`src/rtl/sap_mem_arbiter.sv`:
```
// Shares the 16x8 SAP program/data RAM between the CPU read path and a host loader port.
// Latency: gnt the cycle after a winning req is seen, rvalid/done one cycle later; sustained one access per 2 cycles.
// Backpressure: requests hold until gnt; host_lock keeps the CPU from winning. `SAP_MEM_WPROT_EN drops low-region host writes.
module sap_mem_arbiter #(
    parameter int ADDR_W    = 4,
    parameter int DATA_W    = 8,
    parameter int WPROT_TOP = 5
) (
    input  logic              clk,
    input  logic              rst,
    input  logic              cpu_req,
    input  logic [ADDR_W-1:0] cpu_addr,
    output logic              cpu_gnt,
    output logic              cpu_rvalid,
    output logic [DATA_W-1:0] cpu_rdata,
    output logic              cpu_stall,
    input  logic              host_req,
    input  logic              host_we,
    input  logic [ADDR_W-1:0] host_addr,
    input  logic [DATA_W-1:0] host_wdata,
    input  logic              host_lock,
    output logic              host_gnt,
    output logic              host_done,
    output logic [DATA_W-1:0] host_rdata,
    output logic              host_err,
    output logic              mem_en,
    output logic              mem_we,
    output logic [ADDR_W-1:0] mem_addr,
    output logic [DATA_W-1:0] mem_wdata,
    input  logic [DATA_W-1:0] mem_rdata
);

    typedef enum logic [1:0] {IDLE, ACCESS, RESP} state_t;

    state_t            state, state_nxt;
    logic              cpu_elig, host_elig;
    logic              win, win_host;
    logic              drop_now;
    logic              last_host;
    logic              own_host;
    logic              lat_wr;
    logic              lat_drop;
    logic [ADDR_W-1:0] lat_addr;
    logic [DATA_W-1:0] lat_wdata;
    logic [DATA_W-1:0] cpu_rdata_q, host_rdata_q;
    logic              in_acc, in_resp;

    assign cpu_elig  = cpu_req && !host_lock;
    assign host_elig = host_req;

`ifdef SAP_MEM_WPROT_EN
    localparam logic [ADDR_W-1:0] WPROT_ADDR = WPROT_TOP[ADDR_W-1:0];
    assign drop_now = host_we && (host_addr <= WPROT_ADDR) && !host_lock;
    assign host_err = host_done && lat_drop;
`else
    localparam int wprot_top_unused = WPROT_TOP;
    assign drop_now = 1'b0;
    assign host_err = 1'b0;
`endif

    // On a tie the requester that did not win last time takes the slot.
    always_comb begin
        state_nxt = state;
        win       = 1'b0;
        win_host  = 1'b0;
        if (state == ACCESS) begin
            state_nxt = RESP;
        end else begin
            win       = cpu_elig || host_elig;
            win_host  = host_elig && (!cpu_elig || !last_host);
            state_nxt = win ? ACCESS : IDLE;
        end
    end

    always_ff @(posedge clk or posedge rst) begin
        if (rst) begin
            state <= IDLE;
        end else begin
            state <= state_nxt;
        end
    end

    always_ff @(posedge clk or posedge rst) begin
        if (rst) begin
            last_host <= 1'b0;
            own_host  <= 1'b0;
            lat_wr    <= 1'b0;
            lat_drop  <= 1'b0;
            lat_addr  <= '0;
            lat_wdata <= '0;
        end else if (win) begin
            last_host <= win_host;
            own_host  <= win_host;
            lat_wr    <= win_host && host_we;
            lat_drop  <= win_host && drop_now;
            lat_addr  <= win_host ? host_addr : cpu_addr;
            if (win_host) begin
                lat_wdata <= host_wdata;
            end
        end
    end

    assign in_acc  = (state == ACCESS);
    assign in_resp = (state == RESP);

    always_ff @(posedge clk or posedge rst) begin
        if (rst) begin
            cpu_rdata_q  <= '0;
            host_rdata_q <= '0;
        end else begin
            if (cpu_rvalid) begin
                cpu_rdata_q <= mem_rdata;
            end
            if (host_done && !lat_wr) begin
                host_rdata_q <= mem_rdata;
            end
        end
    end

    assign cpu_gnt    = in_acc && !own_host;
    assign host_gnt   = in_acc && own_host;
    assign cpu_rvalid = in_resp && !own_host;
    assign host_done  = in_resp && own_host;
    assign cpu_stall  = cpu_req && !cpu_gnt;

    // Read data is forwarded straight from the RAM in its valid cycle, then held.
    assign cpu_rdata  = cpu_rvalid ? mem_rdata : cpu_rdata_q;
    assign host_rdata = (host_done && !lat_wr) ? mem_rdata : host_rdata_q;

    assign mem_en    = in_acc;
    assign mem_we    = in_acc && lat_wr && !lat_drop;
    assign mem_addr  = lat_addr;
    assign mem_wdata = lat_wdata;

endmodule

```
`config.mk`:
```
export PLATFORM = sky130hd
export DESIGN_NAME = sap_mem_arbiter
export DESIGN_NICKNAME = d
export VERILOG_FILES = /design/src/rtl/sap_mem_arbiter.sv
export SDC_FILE = /design/constraint.sdc
export NUM_CORES = 1
export LEC_CHECK = 0
export CORE_MARGIN = 3
export CORE_UTILIZATION = 30
export DETAILED_ROUTE_END_ITERATION = 8
export PLACE_DENSITY_LB_ADDON = 0.08
export SKIP_CTS_REPAIR_TIMING = 1
export SLEW_MARGIN = 20
export SYNTH_ARGS = -nofsm -noshare
export SYNTH_HDL_FRONTEND = slang
export SYNTH_SLANG_ARGS = --single-unit
```
`constraint.sdc`:
```
create_clock -name clk -period 1.4 [get_ports clk]
set_clock_uncertainty 0.15 [all_clocks]
set_input_delay 0.14 -clock clk [delete_from_list [all_inputs] [get_ports clk]]
set_output_delay 0.14 -clock clk [all_outputs]
set_load 0.005 [all_outputs]
```
* Yosys cells after proc, flatten, opt, wreduce, memory -nomap -nowiden
Index checks and enable logic that the tools add are counted.
** Operators by class
- Equality and inequality tests :: 2
- Reductions and logical operators :: 18
- Muxes and demuxes :: 7
** Operators by type and width (number)
- 2-to-1 mux 8 bit :: 2
- logical AND 1 bit :: 10
- logical NOT 1 bit :: 5
- 2-to-1 mux 4 bit :: 1
- 2-to-1 mux 1 bit :: 3
- equality test 2 x 1 -> 1 bit (second input constant) :: 1
- equality test 2 bit (second input constant) :: 1
- logical OR 1 bit :: 2
- 2-to-1 mux 2 bit :: 1
- AND reduction 2 bit :: 1
** Storage, ports and cells
- Register bits :: 32
- Input port bits :: 30

* Logic depth before layout (Yosys ltp)
Gate-level depths: netlist of the first run.
- Depth after elaboration :: 7
- Mapped depth :: 5
- Mapped depth without buffers :: 4

* Least setup slack after synthesis of the first run
No wires, ideal clock.
- Kind :: reg2out
- Start point :: register own_host
- End point :: output port host_rdata[0]
- Path slack :: -0.123 ns
- Path buffers :: 1
- Data arrival time :: 1.233 ns
- Stages on the path, launching flop included :: 6
- Cells stage by stage :: dfrtp_1 -> inv_2 -> nor3b_2 -> and2_4 -> buf_12 -> mux2_4
** On the way
- Cells in the longest elaborated chain, start to end :: 3
** Ends and longest elaborated chain
- from (decl) :: line 40 : logic own_host;
- from (signal assigned) :: line 93 : own_host <= win_host;
- logical AND 1 bit :: line 123 : assign host_done = in_resp && own_host;
- net host_done :: line 23 : output logic host_done,
- logical AND 1 bit :: line 128 : assign host_rdata = (host_done && !lat_wr) ? mem_rdata : host_rdata_q;
- 2-to-1 mux 8 bit :: line 128
- to (decl) :: line 24 : output logic [DATA_W-1:0] host_rdata,
The timed path passes the listed nets, and every way through them passes these cells.

* Worst setup path in the final report of the first run
- Start point :: register own_host
- End point :: output port host_rdata[5]
** On the way
- Cells in the longest elaborated chain, start to end :: 3
** Ends and longest elaborated chain (line)
- logical AND 1 bit :: 123
- logical AND 1 bit :: 128
- 2-to-1 mux 8 bit :: 128
No other way between the ends.

==> results of run 1 <==
synth_stat cells (2+ instances only):
cell / count
sky130_fd_sc_hd__buf_2: 2
sky130_fd_sc_hd__dfrtp_1: 32
sky130_fd_sc_hd__inv_1: 4
sky130_fd_sc_hd__mux2i_1: 4
sky130_fd_sc_hd__mux2_4: 12
sky130_fd_sc_hd__nor2b_1: 2
sky130_fd_sc_hd__a21oi_1: 4
sky130_fd_sc_hd__nor2_1: 7
sky130_fd_sc_hd__mux2_2: 12
cells by family (layout without fill, tap and decap cells):
group	Yosys count	in the layout	synth area share (%)
AOI/OAI and AO/OA	7	7	2.84
buffers and inverters	10	107	4.95
DFF	32	32	58.7
muxes	28	28	26.0
other	1	1	0.275
and+or+nand+nor	15	16	7.24
where the power goes:
| group | internal [uW] | leakage (uW) | switching (uW) |
|---|---|---|---|
| clock network | 337 | 0.0000410 | 310 |
| logic | 1370 | 0.000852 | 683 |
| registers | 1290 | 0.000377 | 140 |
| total | 3000 | 0.00127 | 1130 |
cells in the final DEF (no fill, tap or decap), drive strengths merged:
master / netlist / layout
a21oi: 4 / 4
nand3: 1 / 2
and2: 1 / 1
dfrtp: 32 / 32
mux2: 24 / 24
inv: 5 / 5
clkinv: 0 / 1
mux2i: 4 / 4
clkbuf: 0 / 16
o22ai: 1 / 1
nor2: 7 / 7
nor3b: 2 / 2
nor2b: 2 / 2
buf: 5 / 42
o21a: 1 / 1
nand2b: 1 / 1
dlymetal6s2s: 0 / 13
nand3b: 1 / 1
clkdlybuf4s50: 0 / 30
conb: 1 / 1
o21ai: 1 / 1
layer usage:
metal / wire length (microns) / share of wire (%) / GRT usage [%]
met1: 1350 / 37 / 14.5
met4: 36 / 0.99 / 3.62
met3: 329 / 9.0 / 7.66
met2: 1930 / 53 / 20.8
met5: 0 / 0 / 0
area by class of cell:
type | instances | area (sq um) | area share [%]
timing repair buffer | 95 | 956 | 38.5
sequential | 32 | 802 | 32.3
multi-input combinational | 52 | 566 | 22.8
clock buffer | 6 | 72.6 | 2.92
tap | 50 | 62.6 | 2.52
inverter | 5 | 18.8 | 0.756
clock inverter | 1 | 5.00 | 0.202
worst max-delay path: cells and delay by family (launching register included):
kind	cells	cell delay, ns
AND/OR/NAND/NOR	2	0.43
flip-flops	1	0.40
buffers and inverters	4	0.38
multiplexers	1	0.30
sequential cells by signal, indices dropped and copies added, names as in the netlist:
register and cells:
mem_addr 4, cpu_rdata_q 8, lat_wr 1, host_rdata_q 8
state 2, own_host 1, mem_wdata 8
metrics by stage:
step	TNS, ns	area (sq um)
6_report	-16.36	2480
5_1_grt	-20.29	2480
4_1_cts	-21.37	2180
3_5_place_dp	-15.01	2100
3_3_place_gp	-12.83	2100
2_1_floorplan	-1.76	1370
path summary, 6_finish.rpt:
kind                       cells after the start  slack (ns)                   endpoint
max                                            7       -0.68              host_rdata[5]
min                                            3        0.07  host_rdata_q[6]$_DFF_PP0_
max reg2reg                                    7       -0.36  host_rdata_q[2]$_DFF_PP0_
min reg2reg                                    1        0.34  host_rdata_q[3]$_DFF_PP0_
max in group asynchronous                      3        0.84         state[0]$_DFF_PP0_
min in group clk                               3        0.27         lat_wr$_DFFE_PP0P_
==> impl_results.html, run 1 <==
<table>
<tr><th>Metric</th><th>Value</th></tr>
<tr><th colspan="2">STA</th></tr>
<tr><td>Final Hold Fails</td><td>0</td></tr>
<tr><td>Clock period minus final worst setup slack</td><td>2.08 ns</td></tr>
<tr><td>Final number of setup-violating endpoints</td><td>51</td></tr>
<tr><td>Highest clock rate</td><td>481 MHz</td></tr>
<tr><td>Unrepaired setup endpoints after global routing</td><td>yes</td></tr>
<tr><td>Minimum setup slack in the final design</td><td>-0.680 ns</td></tr>
<tr><td>Final critical-path share of the clock period</td><td>149%</td></tr>
<tr><td>Hold slack</td><td>0.0744 ns</td></tr>
<tr><td>Final number of max-transition violations</td><td>0</td></tr>
<tr><th colspan="2">Routing</th></tr>
<tr><td>Via-to-Cell Ratio</td><td>4.43</td></tr>
<tr><td>Average wire length per cell after detail routing</td><td>15.1 microns</td></tr>
<tr><td>Via count</td><td>1067</td></tr>
<tr><td>Routed WL</td><td>3650 microns</td></tr>
<tr><td># DRC</td><td>0</td></tr>
<tr><td>First drt pass iteration count</td><td>4</td></tr>
<tr><td>Final antenna-violating net count</td><td>0</td></tr>
<tr><td>Number of design-rule violations left by the first detailed-router iteration</td><td>27</td></tr>
<tr><th colspan="2">Floorplan</th></tr>
<tr><td>Die area</td><td>5400 sq um</td></tr>
<tr><td>Initial Utilization</td><td>32.5%</td></tr>
<tr><td>Y dimension of the die</td><td>73.5 microns</td></tr>
<tr><td>Rows</td><td>23</td></tr>
<tr><td>Die width</td><td>73.5 microns</td></tr>
<tr><td>Core region area</td><td>4200 sq um</td></tr>
<tr><td>Boundary Pins</td><td>66</td></tr>
<tr><th colspan="2">Clock network</th></tr>
<tr><td>CTS Buffer Depth</td><td>2</td></tr>
<tr><td>Clk_lat worst skew</td><td>0.27 ns</td></tr>
<tr><td>Number of clock buffers inserted by TritonCTS</td><td>5</td></tr>
<tr><td>Root buffer selected by CTS</td><td>sky130_fd_sc_hd__clkbuf_8</td></tr>
<tr><td>CTS tree</td><td>built</td></tr>
<tr><td>H-Tree Depth</td><td>2</td></tr>
<tr><td>Clk sink count</td><td>32</td></tr>
<tr><td>Clock transition at the registers of the reported paths</td><td>0.06 ns</td></tr>
<tr><th colspan="2">Power</th></tr>
<tr><td>Leakage</td><td>0.00127 uW</td></tr>
<tr><td>Max VDD drop</td><td>0.613 mV</td></tr>
<tr><td>Total power of the final layout</td><td>4130 uW</td></tr>
<tr><td>Pwr Density</td><td>1670 nW/um^2</td></tr>
<tr><th colspan="2">Cells and area</th></tr>
<tr><td>Nets</td><td>221</td></tr>
<tr><td>Final Core Density</td><td>59.1%</td></tr>
<tr><td>Total inserted antenna cells</td><td>0</td></tr>
<tr><td>Area Overhead vs Synth</td><td>81.9%</td></tr>
<tr><td>Number of filler instances in the final layout</td><td>334</td></tr>
<tr><td>Number of standard cells in the layout, taps in and fillers out</td><td>241</td></tr>
<tr><td>Share of cells above drive strength 1</td><td>48.7%</td></tr>
<tr><th colspan="2">Flow run</th></tr>
<tr><td>Max-cap violation count</td><td>0</td></tr>
<tr><th colspan="2">Setup path</th></tr>
<tr><td>Reg2reg start</td><td>own_host$_DFFE_PP0P_</td></tr>
<tr><td>WP data required</td><td>1.11 ns</td></tr>
<tr><td>Crit-path max cell delay</td><td>0.40 ns</td></tr>
<tr><td>Type of the worst setup path</td><td>reg -&gt; out</td></tr>
<tr><td>Critical Path Source</td><td>own_host$_DFFE_PP0P_</td></tr>
<tr><td>Critical Path Most Common Cell</td><td>sky130_fd_sc_hd__buf_6</td></tr>
<tr><td>CP Launch Type</td><td>register</td></tr>
<tr><td>Max Fanout on Critical Path</td><td>5</td></tr>
<tr><td>Cell-by-cell trace of the critical path</td><td>inv_2 &gt; nor3b_2 &gt; and2_4 &gt; buf_6 &gt; buf_6 &gt; mux2_4 &gt; buf_6</td></tr>
<tr><td>Capturing element type of the critical path</td><td>output port</td></tr>
<tr><td>Critical path arrival</td><td>1.79 ns</td></tr>
<tr><td>Critical path's slowest cell</td><td>sky130_fd_sc_hd__dfrtp_1</td></tr>
<tr><th colspan="2">GRT</th></tr>
<tr><td>Vias in the first global route</td><td>1067</td></tr>
<tr><td>Total routing usage reported by global routing</td><td>12.9%</td></tr>
<tr><td>Largest net degree at the start of global routing</td><td>33</td></tr>
<tr><td>Overflow left after global routing</td><td>0</td></tr>
<tr><td>Global-route wire length before repair</td><td>5130 microns</td></tr>
<tr><td>Number of antenna violations at the first check in global routing</td><td>0</td></tr>
<tr><th colspan="2">Logic synthesis</th></tr>
<tr><td>Synth unique cells</td><td>23</td></tr>
<tr><td>Yosys top cell by area</td><td>sky130_fd_sc_hd__dfrtp_1</td></tr>
<tr><td>Flip-flop and latch count after synthesis</td><td>32</td></tr>
<tr><td>Per-instance average area after synthesis</td><td>14.7 sq um</td></tr>
<tr><td>FFs w/ async S/R, synth</td><td>100%</td></tr>
<tr><td>Number of synthesized flops with an enable pin</td><td>0</td></tr>
<tr><td>Top post-synthesis cells by area</td><td>sky130_fd_sc_hd__dfrtp_1 (59%), sky130_fd_sc_hd__mux2_4 (13%), sky130_fd_sc_hd__mux2_2 (9.9%), sky130_fd_sc_hd__mux2i_1 (2.9%), sky130_fd_sc_hd__nor2_1 (1.9%)</td></tr>
<tr><td>Cell area after technology mapping</td><td>1370 sq um</td></tr>
<tr><td>Predominant post-synthesis flop cell</td><td>sky130_fd_sc_hd__dfrtp_1</td></tr>
<tr><td>Number of instances in the synthesized netlist</td><td>93</td></tr>
<tr><td>Synthesis warning total</td><td>0</td></tr>
<tr><td>Post-synth top area share</td><td>58.7%</td></tr>
<tr><td>Synthesized netlist net count</td><td>123</td></tr>
<tr><td>Part of the Yosys area used for sequential elements</td><td>58.7%</td></tr>
<tr><th colspan="2">Placement</th></tr>
<tr><td>Instance count after placement with tap cells included</td><td>210</td></tr>
<tr><td>HPWL Detailed</td><td>2390 microns</td></tr>
<tr><td>Post-place setup slack</td><td>-0.568 ns</td></tr>
<tr><td>Placer congestion estimate</td><td>0.712</td></tr>
<tr><td>Total of buffers placed on input and output ports</td><td>64</td></tr>
<tr><th colspan="2">Run status</th></tr>
<tr><td>Failing checks</td><td>negative setup slack</td></tr>
<tr><td>Run status</td><td>finished, violations left</td></tr>
<tr><th colspan="2">Min path</th></tr>
<tr><td>Worst hold path class</td><td>in -&gt; async</td></tr>
</table>
Power figures use the tool's default switching activity.
==> run 2, diff against run 1 <==
--- a/config.mk
+++ b/config.mk
@@ -9,6 +9,7 @@
 export CORE_UTILIZATION = 30
 export DETAILED_ROUTE_END_ITERATION = 8
 export PLACE_DENSITY_LB_ADDON = 0.08
+export SETUP_SLACK_MARGIN = 0.4
 export SKIP_CTS_REPAIR_TIMING = 1
 export SLEW_MARGIN = 20
 export SYNTH_ARGS = -nofsm -noshare
==> impl_results.html, run 2 (same netlist as run 1, synthesis figures left out) <==
<table>
<tr><th>Metric</th><th>Value</th></tr>
<tr><th colspan="2">Run status</th></tr>
<tr><td>Run status</td><td>finished, violations left</td></tr>
<tr><td>Failing checks</td><td>negative setup slack</td></tr>
<tr><th colspan="2">Placement</th></tr>
<tr><td>Placer congestion estimate</td><td>0.722</td></tr>
<tr><td>Total of buffers placed on input and output ports</td><td>64</td></tr>
<tr><td>HPWL Detailed</td><td>2310 microns</td></tr>
<tr><th colspan="2">Routing</th></tr>
<tr><td>Average wire length per cell after detail routing</td><td>14.7 microns</td></tr>
<tr><td>Via-to-Cell Ratio</td><td>4.40</td></tr>
<tr><td>Final antenna-violating net count</td><td>0</td></tr>
<tr><td>Routed WL</td><td>3570 microns</td></tr>
<tr><td>Via count</td><td>1064</td></tr>
<tr><td>Number of design-rule violations left by the first detailed-router iteration</td><td>28</td></tr>
<tr><td>First drt pass iteration count</td><td>3</td></tr>
<tr><td># DRC</td><td>0</td></tr>
<tr><th colspan="2">Clock network</th></tr>
<tr><td>Number of clock buffers inserted by TritonCTS</td><td>5</td></tr>
<tr><td>CTS Buffer Depth</td><td>2</td></tr>
<tr><td>Clk_lat worst skew</td><td>0.28 ns</td></tr>
<tr><td>Root buffer selected by CTS</td><td>sky130_fd_sc_hd__clkbuf_8</td></tr>
<tr><td>CTS tree</td><td>built</td></tr>
<tr><td>H-Tree Depth</td><td>2</td></tr>
<tr><td>Clk sink count</td><td>32</td></tr>
<tr><td>Clock transition at the registers of the reported paths</td><td>0.07 ns</td></tr>
<tr><th colspan="2">Power</th></tr>
<tr><td>Pwr Density</td><td>1740 nW/um^2</td></tr>
<tr><td>Proportion of power drawn by flip-flops and latches</td><td>34.1%</td></tr>
<tr><td>Max VDD drop</td><td>0.737 mV</td></tr>
<tr><td>Sw Pwr</td><td>1180 uW</td></tr>
<tr><td>Clock power frac</td><td>17.2%</td></tr>
<tr><td>Leakage</td><td>0.00119 uW</td></tr>
<tr><td>Combinational share of power</td><td>48.7%</td></tr>
<tr><td>Internal Dissipation</td><td>3040 uW</td></tr>
<tr><td>Net switching share of the total power</td><td>28.0%</td></tr>
<tr><th colspan="2">Setup path</th></tr>
<tr><td>Critical path arrival</td><td>1.80 ns</td></tr>
<tr><td>WP data required</td><td>1.11 ns</td></tr>
<tr><td>Max Fanout on Critical Path</td><td>4</td></tr>
<tr><td>Capturing element type of the critical path</td><td>output port</td></tr>
<tr><td>Type of the worst setup path</td><td>reg -&gt; out</td></tr>
<tr><td>Depth of the worst register-to-register path</td><td>7</td></tr>
<tr><td>RR Endpoint</td><td>host_rdata_q[4]$_DFF_PP0_</td></tr>
<tr><td>Setup slack of the most critical reg-to-reg path</td><td>-0.38 ns</td></tr>
<tr><td>Reg2reg start</td><td>own_host$_DFFE_PP0P_</td></tr>
<tr><td>CP Launch Type</td><td>register</td></tr>
<tr><th colspan="2">Floorplan</th></tr>
<tr><td>Die area</td><td>5400 sq um</td></tr>
<tr><td>Y dimension of the die</td><td>73.5 microns</td></tr>
<tr><td>Rows</td><td>23</td></tr>
<tr><td>Core region area</td><td>4200 sq um</td></tr>
<tr><td>Die width</td><td>73.5 microns</td></tr>
<tr><td>Initial Utilization</td><td>32.5%</td></tr>
<tr><td>Boundary Pins</td><td>66</td></tr>
<tr><th colspan="2">GRT</th></tr>
<tr><td>Overflow left after global routing</td><td>0</td></tr>
<tr><td>Global-route wire length before repair</td><td>5090 microns</td></tr>
<tr><td>Total routing usage reported by global routing</td><td>12.7%</td></tr>
<tr><td>Vias in the first global route</td><td>1050</td></tr>
<tr><td>Number of antenna violations at the first check in global routing</td><td>0</td></tr>
<tr><td>Largest net degree at the start of global routing</td><td>33</td></tr>
<tr><th colspan="2">Cells and area</th></tr>
<tr><td>Most common cell after layout, fill and taps aside</td><td>sky130_fd_sc_hd__dfrtp_1</td></tr>
<tr><td>Area Overhead vs Synth</td><td>77.9%</td></tr>
<tr><td>Most used cells in the layout excluding fill and tap cells</td><td>sky130_fd_sc_hd__dfrtp_1 (31), sky130_fd_sc_hd__clkdlybuf4s50_1 (29), sky130_fd_sc_hd__buf_6 (28), sky130_fd_sc_hd__mux2_4 (20), sky130_fd_sc_hd__clkbuf_2 (15)</td></tr>
<tr><td>Share of cells above drive strength 1</td><td>57.3%</td></tr>
<tr><td>Total inserted antenna cells</td><td>0</td></tr>
<tr><td>Nets</td><td>221</td></tr>
<tr><td>Final Core Density</td><td>57.8%</td></tr>
<tr><th colspan="2">STA</th></tr>
<tr><td>Unrepaired setup endpoints after global routing</td><td>yes</td></tr>
<tr><td>Hold slack</td><td>0.0535 ns</td></tr>
<tr><td>Final Hold Fails</td><td>0</td></tr>
<tr><td>Minimum setup slack in the final design</td><td>-0.691 ns</td></tr>
<tr><td>Clock period minus final worst setup slack</td><td>2.09 ns</td></tr>
<tr><td>Final critical-path share of the clock period</td><td>149%</td></tr>
<tr><td>Final number of max-transition violations</td><td>0</td></tr>
<tr><td>Final number of setup-violating endpoints</td><td>52</td></tr>
<tr><td>Highest clock rate</td><td>478 MHz</td></tr>
<tr><th colspan="2">Flow run</th></tr>
<tr><td>Max-cap violation count</td><td>0</td></tr>
<tr><th colspan="2">Min path</th></tr>
<tr><td>Worst hold path class</td><td>in -&gt; async</td></tr>
</table>
run 2: power groups by stage:
stage                     registers, uW  clock network, uW  logic, uW
after floorplan                    1420                  0        736
after global placement             1430                  0       1740
after detailed placement           1440                  0       1780
after CTS                          1430                757       1790
after global routing               1490                795       2210
final                              1440                723       2050
run 2: worst max path at each step:
stage                         end  cells past startpoint            startpoint
global placement     cpu_rdata[5]                      4    state[0]$_DFF_PP0_
finish              host_rdata[7]                      7  own_host$_DFFE_PP0P_
global route        host_rdata[7]                      7  own_host$_DFFE_PP0P_
detailed placement  host_rdata[5]                      5  own_host$_DFFE_PP0P_
floorplan           host_rdata[0]                      5  own_host$_DFFE_PP0P_
CTS                 host_rdata[5]                      5  own_host$_DFFE_PP0P_
run 2: metal layers:
layer,routed length (microns),track usage (%),vias up
li1,-,-,507
met1,1420,14.5,516
met2,1890,21.6,37
met3,220,3.97,4
met4,29,6.04,0
met5,0,0,-
run 2: worst max-delay path: stages, from the launching register on:
cell and delay [ns]:
sky130_fd_sc_hd__dfrtp_1 0.40, sky130_fd_sc_hd__inv_2 0.05, sky130_fd_sc_hd__nor3b_2 0.21, sky130_fd_sc_hd__and2_4 0.21
sky130_fd_sc_hd__buf_6 0.12, sky130_fd_sc_hd__buf_6 0.10, sky130_fd_sc_hd__mux2_4 0.31, sky130_fd_sc_hd__clkbuf_2 0.12
run 2: cell type report:
class / instances / area, sq um
multi-input cells: 52 / 584
repair buffers: 95 / 868
inverters: 5 / 18.8
well taps: 50 / 62.6
fillers: 346 / 1770
clock inverters: 2 / 10.0
flip-flops and latches: 32 / 802
clock buffers: 6 / 82.6
run 2: per-stage QoR:
step	power [uW]	TNS [ns]	cells	setup slack, ns	cell area, sq um
finish	4210	-15.80	242	-0.691	2430
global route	4490	-19.49	242	-0.785	2430
CTS	3980	-21.42	218	-0.900	2200
detailed placement	3220	-14.68	210	-0.562	2100
global placement	3170	-12.45	210	-0.516	2100
floorplan	2160	-1.76	93	-0.105	1370
==> run 3, diff against run 2 <==
==> constraint.sdc (replaced) <==
create_clock -name clk -period 1.85 [get_ports clk]
set_clock_uncertainty 0.15 [all_clocks]
set_input_delay 0.185 -clock clk [delete_from_list [all_inputs] [get_ports clk]]
set_output_delay 0.185 -clock clk [all_outputs]
set_load 0.005 [all_outputs]
==> impl_results.html, run 3 (same netlist as run 1, synthesis figures left out) <==
<table>
<tr><th>Metric</th><th>Value</th></tr>
<tr><th colspan="2">GRT</th></tr>
<tr><td>Overflow left after global routing</td><td>0</td></tr>
<tr><td>Total routing usage reported by global routing</td><td>12.2%</td></tr>
<tr><td>Largest net degree at the start of global routing</td><td>33</td></tr>
<tr><td>Vias in the first global route</td><td>1052</td></tr>
<tr><td>Global routing met2 resource utilization</td><td>20.1%</td></tr>
<tr><td>Global-route wire length before repair</td><td>4910 microns</td></tr>
<tr><td>Met1 track demand over resource</td><td>13.7%</td></tr>
<tr><td>Routing usage on met3</td><td>6.16%</td></tr>
<tr><td>Number of antenna violations at the first check in global routing</td><td>0</td></tr>
<tr><td>Most crowded layer after global routing</td><td>met2</td></tr>
<tr><th colspan="2">STA</th></tr>
<tr><td>Clock period minus final worst setup slack</td><td>2.13 ns</td></tr>
<tr><td>Highest clock rate</td><td>469 MHz</td></tr>
<tr><td>Hold slack</td><td>0.139 ns</td></tr>
<tr><td>Final critical-path share of the clock period</td><td>115%</td></tr>
<tr><td>Minimum setup slack in the final design</td><td>-0.282 ns</td></tr>
<tr><td>Final Hold Fails</td><td>0</td></tr>
<tr><td>Final number of setup-violating endpoints</td><td>16</td></tr>
<tr><td>Unrepaired setup endpoints after global routing</td><td>yes</td></tr>
<tr><td>Final number of max-transition violations</td><td>0</td></tr>
<tr><th colspan="2">Routing</th></tr>
<tr><td>Via count</td><td>1058</td></tr>
<tr><td>Routed WL</td><td>3710 microns</td></tr>
<tr><td>Final antenna-violating net count</td><td>0</td></tr>
<tr><td>Via-to-Cell Ratio</td><td>4.37</td></tr>
<tr><td>First drt pass iteration count</td><td>4</td></tr>
<tr><td>Number of design-rule violations left by the first detailed-router iteration</td><td>41</td></tr>
<tr><td># DRC</td><td>0</td></tr>
<tr><td>Average wire length per cell after detail routing</td><td>15.3 microns</td></tr>
<tr><th colspan="2">Cells and area</th></tr>
<tr><td>Share of cells above drive strength 1</td><td>47.4%</td></tr>
<tr><td>Number of filler instances in the final layout</td><td>339</td></tr>
<tr><td>Most used cells in the layout excluding fill and tap cells</td><td>sky130_fd_sc_hd__buf_6 (32), sky130_fd_sc_hd__dfrtp_1 (31), sky130_fd_sc_hd__clkdlybuf4s50_1 (29), sky130_fd_sc_hd__mux2_4 (24), sky130_fd_sc_hd__dlymetal6s2s_1 (18)</td></tr>
<tr><td>Number of standard cells in the layout, taps in and fillers out</td><td>242</td></tr>
<tr><td>Area Overhead vs Synth</td><td>87.9%</td></tr>
<tr><td>Most common cell after layout, fill and taps aside</td><td>sky130_fd_sc_hd__buf_6</td></tr>
<tr><td>Final Core Density</td><td>61.0%</td></tr>
<tr><td>FF/Latch Area</td><td>802 sq um</td></tr>
<tr><td>Total inserted antenna cells</td><td>0</td></tr>
<tr><td>Nets</td><td>221</td></tr>
<tr><td>Multi-input logic area</td><td>606 sq um</td></tr>
<tr><th colspan="2">Floorplan</th></tr>
<tr><td>Boundary Pins</td><td>66</td></tr>
<tr><td>Core region area</td><td>4200 sq um</td></tr>
<tr><td>Y dimension of the die</td><td>73.5 microns</td></tr>
<tr><td>Die width</td><td>73.5 microns</td></tr>
<tr><td>Die area</td><td>5400 sq um</td></tr>
<tr><td>Rows</td><td>23</td></tr>
<tr><td>Initial Utilization</td><td>32.5%</td></tr>
<tr><th colspan="2">Clock network</th></tr>
<tr><td>CTS tree</td><td>built</td></tr>
<tr><td>Clk sink count</td><td>32</td></tr>
<tr><td>CTS Buffer Depth</td><td>2</td></tr>
<tr><td>H-Tree Depth</td><td>2</td></tr>
<tr><td>Number of clock buffers inserted by TritonCTS</td><td>5</td></tr>
<tr><td>Clock transition at the registers of the reported paths</td><td>0.06 ns</td></tr>
<tr><td>Root buffer selected by CTS</td><td>sky130_fd_sc_hd__clkbuf_8</td></tr>
<tr><td>Clk_lat worst skew</td><td>0.27 ns</td></tr>
<tr><th colspan="2">Min path</th></tr>
<tr><td>Worst hold path class</td><td>in -&gt; async</td></tr>
<tr><th colspan="2">Placement</th></tr>
<tr><td>Placer congestion estimate</td><td>0.712</td></tr>
<tr><td>Total of buffers placed on input and output ports</td><td>64</td></tr>
<tr><td>Post-place setup slack</td><td>-0.148 ns</td></tr>
<tr><td>Instance count after placement with tap cells included</td><td>207</td></tr>
<tr><td>HPWL Detailed</td><td>2310 microns</td></tr>
<tr><th colspan="2">Power</th></tr>
<tr><td>Max VDD drop</td><td>0.522 mV</td></tr>
<tr><td>Pwr Density</td><td>1280 nW/um^2</td></tr>
<tr><td>Leakage</td><td>0.00135 uW</td></tr>
<tr><th colspan="2">Setup path</th></tr>
<tr><td>CP Launch Type</td><td>register</td></tr>
<tr><td>Critical path arrival</td><td>1.80 ns</td></tr>
<tr><td>WP data required</td><td>1.51 ns</td></tr>
<tr><td>Type of the worst setup path</td><td>reg -&gt; out</td></tr>
<tr><td>Capturing element type of the critical path</td><td>output port</td></tr>
<tr><td>Max Fanout on Critical Path</td><td>7</td></tr>
<tr><td>Setup slack of the most critical reg-to-reg path</td><td>0.13 ns</td></tr>
<tr><th colspan="2">Flow run</th></tr>
<tr><td>Max-cap violation count</td><td>0</td></tr>
<tr><th colspan="2">Run status</th></tr>
<tr><td>Run status</td><td>finished, violations left</td></tr>
<tr><td>Failing checks</td><td>negative setup slack</td></tr>
</table>
==> run 3: final timing paths <==
kind | start | cells after the start | end
max reg2reg | own_host$_DFFE_PP0P_ | 5 | mem_wdata[2]$_DFFE_PP0P_
min reg2reg | host_rdata_q[6]$_DFF_PP0_ | 1 | host_rdata_q[6]$_DFF_PP0_
min | rst | 3 | mem_addr[2]$_DFFE_PP0P_
min in group clk | host_we | 3 | lat_wr$_DFFE_PP0P_
max in group asynchronous | rst | 3 | state[0]$_DFF_PP0_
max | own_host$_DFFE_PP0P_ | 7 | host_rdata[0]
==> run 3: per-layer routing <==
metal / share of wire (%) / wire length (microns)
met1: 39 / 1460
met4: 0.65 / 24
met5: 0 / 0
met2: 52 / 1910
met3: 8.2 / 305
==> run 3: area by class of cell <==
| cell class | instances | share of cell area [%] |
|---|---|---|
| clock buffers | 8 | 3.51 |
| inverters | 5 | 0.732 |
| multi-input cells | 52 | 23.6 |
| flip-flops and latches | 32 | 31.3 |
| well taps | 50 | 2.44 |
| repair buffers | 95 | 38.4 |
==> run 3: critical path, stage by stage, from the launching register on <==
cell and delay, ns:
sky130_fd_sc_hd__dfrtp_1 0.41, sky130_fd_sc_hd__inv_2 0.07, sky130_fd_sc_hd__nor3b_4 0.20, sky130_fd_sc_hd__and2_4 0.23, sky130_fd_sc_hd__buf_6 0.12, sky130_fd_sc_hd__buf_6 0.08
sky130_fd_sc_hd__mux2_4 0.30, sky130_fd_sc_hd__buf_6 0.12
==> run 3: through the flow <==
step           instance area [sq um]  power (uW)  TNS [ns]
3_5_place_dp                    2060        2410     -1.94
2_1_floorplan                   1370        1640         0
5_1_grt                         2560        3470     -4.57
4_1_cts                         2150        2960     -7.69
3_3_place_gp                    2060        2370     -1.74
6_report                        2560        3270     -3.04
==> run 3: report_power, final <==
group	total, uW	switching [uW]	leakage (uW)	internal, uW
registers	1090	115	0.000377	979
clock network	545	242	0.0000455	303
logic	1630	534	0.000929	1100
